$ cat src/rtl/paddle_ctrl.sv
// Pong paddle controller: synchronises and debounces two raw buttons, then steps
// the paddle one row per press, with auto-repeat after a hold delay.
module paddle_ctrl #(
    parameter int DEBOUNCE = 1000,
    parameter int HOLD     = 5000,
    parameter int REPEAT   = 1000,
    parameter int HEIGHT   = 3,
    parameter int INIT_Y   = 6
) (
    input  logic       clk,
    input  logic       reset,
    input  logic       btn_up,
    input  logic       btn_down,
    input  logic       en,
    output logic [3:0] y,
    output logic       step
);

    localparam int DBW  = $clog2(DEBOUNCE + 1);
    localparam int TMAX = (HOLD > REPEAT) ? HOLD : REPEAT;
    localparam int TW   = $clog2(TMAX + 1);

    localparam logic [DBW-1:0] DB_LAST   = DBW'(DEBOUNCE - 1);
    localparam logic [TW-1:0]  HOLD_LAST = TW'(HOLD - 1);
    localparam logic [TW-1:0]  RPT_LAST  = TW'(REPEAT - 1);
    localparam logic [3:0]     Y_MAX     = 4'(16 - HEIGHT);
    localparam logic [3:0]     Y_INIT    = 4'(INIT_Y);

    typedef enum logic [1:0] {REQ_NONE, REQ_UP, REQ_DOWN} req_e;
    typedef enum logic [1:0] {IDLE, FIRST, RPT} state_e;

    // Index 0 is the up button, index 1 the down button.
    logic [1:0]     sync1_q, sync2_q, db_q;
    logic [DBW-1:0] dbCnt_q [2];

    state_e         state_q, state_d;
    req_e           dir_q, dir_d;
    logic [TW-1:0]  timer_q, timer_d;
    logic [3:0]     y_q, y_d;
    logic           step_q, step_d;

    req_e           req;
    req_e           stepDir;
    logic           doStep;

    always_ff @(posedge clk) begin
        if (!reset) begin
            sync1_q <= '0;
            sync2_q <= '0;
            db_q    <= '0;
            for (int i = 0; i < 2; i++) begin
                dbCnt_q[i] <= '0;
            end
        end else begin
            sync1_q <= {btn_down, btn_up};
            sync2_q <= sync1_q;
            for (int i = 0; i < 2; i++) begin
                if (sync2_q[i] == db_q[i]) begin
                    dbCnt_q[i] <= '0;
                end else if (dbCnt_q[i] == DB_LAST) begin
                    db_q[i]    <= sync2_q[i];
                    dbCnt_q[i] <= '0;
                end else begin
                    dbCnt_q[i] <= dbCnt_q[i] + DBW'(1);
                end
            end
        end
    end

    always_ff @(posedge clk) begin
        if (!reset) begin
            state_q <= IDLE;
            dir_q   <= REQ_UP;
            timer_q <= '0;
            y_q     <= Y_INIT;
            step_q  <= 1'b0;
        end else begin
            state_q <= state_d;
            dir_q   <= dir_d;
            timer_q <= timer_d;
            y_q     <= y_d;
            step_q  <= step_d;
        end
    end

    // Pressing both buttons cancels out rather than favouring either direction.
    always_comb begin
        req = REQ_NONE;
        if (db_q[0] && !db_q[1]) begin
            req = REQ_UP;
        end else if (db_q[1] && !db_q[0]) begin
            req = REQ_DOWN;
        end
    end

    always_comb begin
        state_d = state_q;
        dir_d   = dir_q;
        timer_d = timer_q;
        doStep  = 1'b0;
        stepDir = dir_q;
        y_d     = y_q;
        step_d  = 1'b0;

        if (!en) begin
            state_d = IDLE;
            timer_d = '0;
        end else begin
            case (state_q)
                IDLE: begin
                    if (req != REQ_NONE) begin
                        doStep  = 1'b1;
                        stepDir = req;
                        dir_d   = req;
                        timer_d = '0;
                        state_d = FIRST;
                    end
                end
                FIRST, RPT: begin
                    if (req == REQ_NONE) begin
                        state_d = IDLE;
                        timer_d = '0;
                    end else if (req != dir_q) begin
                        doStep  = 1'b1;
                        stepDir = req;
                        dir_d   = req;
                        timer_d = '0;
                    end else if (timer_q == ((state_q == FIRST) ? HOLD_LAST : RPT_LAST)) begin
                        doStep  = 1'b1;
                        timer_d = '0;
                        state_d = RPT;
                    end else begin
                        timer_d = timer_q + TW'(1);
                    end
                end
                default: begin
                    state_d = IDLE;
                    timer_d = '0;
                end
            endcase
        end

        // At the screen edge the step is swallowed but the repeat timing carries on.
        if (doStep) begin
            if (stepDir == REQ_UP && y_q != 4'd0) begin
                y_d    = y_q - 4'd1;
                step_d = 1'b1;
            end else if (stepDir == REQ_DOWN && y_q < Y_MAX) begin
                y_d    = y_q + 4'd1;
                step_d = 1'b1;
            end
        end
    end

    assign y    = y_q;
    assign step = step_q;

endmodule
$ cat config.mk
export PLATFORM = sky130hd
export DESIGN_NAME = paddle_ctrl
export DESIGN_NICKNAME = d
export VERILOG_FILES = /design/src/rtl/paddle_ctrl.sv
export SDC_FILE = /design/constraint.sdc
export NUM_CORES = 1
export LEC_CHECK = 0
export BUFFER_PORTS_ARGS = -buffer_cell sky130_fd_sc_hd__buf_2
export CORE_ASPECT_RATIO = 2
export CORE_MARGIN = 5
export CORE_UTILIZATION = 60
export CTS_CLUSTER_DIAMETER = 150
export CTS_CLUSTER_SIZE = 24
export DETAILED_ROUTE_END_ITERATION = 8
export GPL_TIMING_DRIVEN = 0
export PLACE_DENSITY = 0.79
export SYNTH_ARGS = -nofsm -noshare
export SYNTH_HDL_FRONTEND = slang
export SYNTH_SLANG_ARGS = --single-unit
export TNS_END_PERCENT = 10
$ cat constraint.sdc
create_clock -name clk -period 3.6 [get_ports clk]
set_input_delay 0.18 -clock clk [delete_from_list [all_inputs] [get_ports clk]]
set_output_delay 0.18 -clock clk [all_outputs]
set_load 0.01 [all_outputs]
==> run summary <==
crit path max fanout -> 8
CP Launch Type -> flip-flop
gr usage total -> 18.1%
Final Hold Vio Count -> 0
Inserted Clock Buffers -> 5
layout cells sized above 1 -> 8.97%
Worst-path clk slew -> 0.09 ns
die height -> 102 um
fin crit period -> 3.22 ns
Avg Inst Size Synth -> 9.61 sq um
# diodes -> 0
WL per Instance -> 13.1 um
core area -> 4130 sq um
placer congestion estimate -> 0.845
fin crit share -> 89.5%
# resized after CTS -> 0
# DRC -> 0
Initial Utilization -> 61.9%
Req. time, crit path -> 3.83 ns
largest net degree at the start of global routing -> 16
library cells used by synthesis -> 52
vias per cell -> 5.46
Seq pwr share -> 54.7%
# IOs -> 10
vias in the first global route -> 2015
Mapped Area -> 2550 sq um
fin. max-slew vios -> 0
drt total wl -> 4610 um
MaxCap Viol Count -> 0
critical path class -> flip-flop to flip-flop
total die area -> 5740 sq um
# nets final -> 316
Post-synth ARST share -> 0%
global-route wire length before repair -> 8370 um
Worst slew margin -> 61.3%
die width -> 56.1 um
Hold WC Path Type -> primary input to flip-flop
Setup Skew -> 0.00781 ns
clock group share of total power -> 42.2%
PnR Total Power -> 1.07 mW
Multi-input gate area -> 1400 sq um
FP Rows -> 33
placed wire-length estimate -> 3450 um
Synth Instances -> 266
Synth Register Bits -> 48
LEAKAGE -> 1.02 nW
synthesis-to-layout area growth -> 12.1%
Port Buffer Count -> 8
Fin Setup TNS -> 0 ns
htree depth -> 2
worst slew pin tran -> 0.575 ns
Peak supply drop -> 0.332 mV
share of the yosys chip area belonging to registers -> 45.4%
status -> complete, no violations
nature of the critical path endpoint -> flip-flop
Worst-Skew Late Latency -> 0.30 ns
clk sinks -> 48
hold_buf cts -> 0
Most used DFF post-synth -> dfxtp_1
CTS tree -> yes
Post-synth EDFFs -> 20
DRT Pass-1 Iters -> 4
Seq. cell area -> 1160 sq um
pwr dens -> 374 nW/um^2
clock buffer depth -> 2
unrepaired setup endpoints after global routing -> false
Root Buffer -> clkbuf_8
Switch Pwr -> 0.205 mW
Setup violations, final -> 0
via count -> 1927
crit path DAT -> 3.46 ns
Ys Warns -> 0
gr ovfl total -> 0
Comb pwr share -> 3.0%
Setup Fix Bufs, Post-CTS -> 0
iteration-0 DRC count of the detailed router -> 29
fillers -> 347
Pint -> 0.867 mW
Highest Clock Rate -> 310 MHz
initial antenna violation count -> 0
sw frac -> 19.1%
Routed Antenna Nets -> 0
[critical path, stage by stage, from the launching register on]
cell	delay, ns
dfxtp_1	0.40
inv_1	0.07
ha_1	0.28
buf_2	0.18
o21ai_1	0.11
a21boi_0	0.32
o21ai_1	0.16
or2_2	0.32
inv_1	0.08
ha_1	0.22
a21o_1	0.17
a21o_1	0.18
or3_1	0.32
a21boi_2	0.15
mux2i_1	0.18
[power groups by stage]
| stage | Clock [mW] | Combinational, mW | Sequential (mW) |
|---|---|---|---|
| after floorplan | 0 | 0.0246 | 0.597 |
| after global placement | 0 | 0.0310 | 0.599 |
| after detailed placement | 0 | 0.0315 | 0.600 |
| after CTS | 0.463 | 0.0319 | 0.587 |
| after global routing | 0.486 | 0.0382 | 0.589 |
| final | 0.453 | 0.0323 | 0.587 |
[layout by cell type (no fill, tap or decap), types with 4 or more instances in the layout]
cell type / n
or2_2: 4
xor2_1: 15
clkbuf_1: 5
nand2_1: 23
conb_1: 20
and2_1: 9
buf_2: 9
nor3_1: 4
ha_1: 10
inv_1: 10
a311oi_1: 5
nand2b_1: 5
nand4_1: 9
nor2_1: 38
clkbuf_8: 5
nand3_1: 12
a21oi_1: 5
dfxtp_1: 28
xnor2_1: 11
edfxtp_1: 20
mux2i_1: 4
[final timing paths]
kind / start / endpoint / slack (ns) / cells after the start
max: db_q[0] / y[3] / 0.38 / 14
min: btn_down / sync1_q[1] / 0.08 / 2
max reg2reg: db_q[0] / y[3] / 0.38 / 14
min reg2reg: sync1_q[0] / sync2_q[0] / 0.45 / 1
[metrics by stage]
stage	instances	util [%]	setup slack, ns	cell area (sq um)	hold WS [ns]
final	353	69.4	0.379	2860	0.0821
after detailed placement	345	66.2	0.427	2730	0.390
after global routing	353	69.4	0.0870	2860	0.0900
after CTS	353	69.4	0.348	2860	0.0758
after global placement	345	66.2	0.500	2730	0.388
after floorplan	285	-	0.700	2630	0.307
[per-layer routing]
layer  track usage, %  vias to the layer above  wire length (um)
met2             34.8                       24              2590
li1                 -                      989                 -
met4             8.59                        0                91
met1             18.5                      906              1810
met3             3.03                        8               117
met5                0                        -                 0
[cell families after synthesis]
family	count (synthesis)	synth area share, %
adders and majority gates	11	5.68
buffers and inverters	16	2.55
AOI/OAI and AO/OA	34	9.60
xor gates and xnor gates	26	8.91
muxes	4	1.57
and+or+nand+nor	126	26.1
other	1	0.147
DFF	48	45.4
[sequential cells by signal, indices dropped and copies added, names as in the netlist]
name / flops
timer_q: 13
dir_q: 2
state_q: 2
y: 4
step: 1
db_q: 2
sync2_q: 2
sync1_q: 2
dbCnt_q: 20
[synthesized netlist by cell type, types with 2 or more instances]
library cell | number | area [sq um]
nor2_1 | 38 | 143
dfxtp_1 | 28 | 561
nand2_1 | 23 | 86.3
edfxtp_1 | 20 | 601
xor2_1 | 15 | 131
nand3_1 | 12 | 60.1
xnor2_1 | 11 | 96.3
ha_1 | 10 | 125
inv_1 | 10 | 37.5
and2_1 | 9 | 56.3
nand4_1 | 9 | 56.3
a21oi_1 | 5 | 25.0
a311oi_1 | 5 | 43.8
nand2b_1 | 5 | 31.3
clkbuf_1 | 4 | 15.0
mux2i_1 | 4 | 40.0
nor3_1 | 4 | 20.0
or2_2 | 4 | 25.0
nor2b_1 | 3 | 18.8
nor4_1 | 3 | 18.8
o211ai_1 | 3 | 22.5
o21ai_1 | 3 | 15.0
or3_1 | 3 | 18.8
a21boi_0 | 2 | 15.0
a21o_1 | 2 | 15.0
a31oi_1 | 2 | 12.5
a41oi_1 | 2 | 17.5
nor4b_1 | 2 | 17.5
o21ai_0 | 2 | 10.0
[cell type report]
type | count | area share (%)
multi-input combinational | 221 | 48.9
clock buffer | 6 | 2.53
tap | 52 | 2.27
buffer | 6 | 0.961
inverter | 10 | 1.31
sequential | 48 | 40.5
timing repair buffer | 8 | 1.40
clock inverter | 2 | 2.10
(Power assumes the default switching activity.)
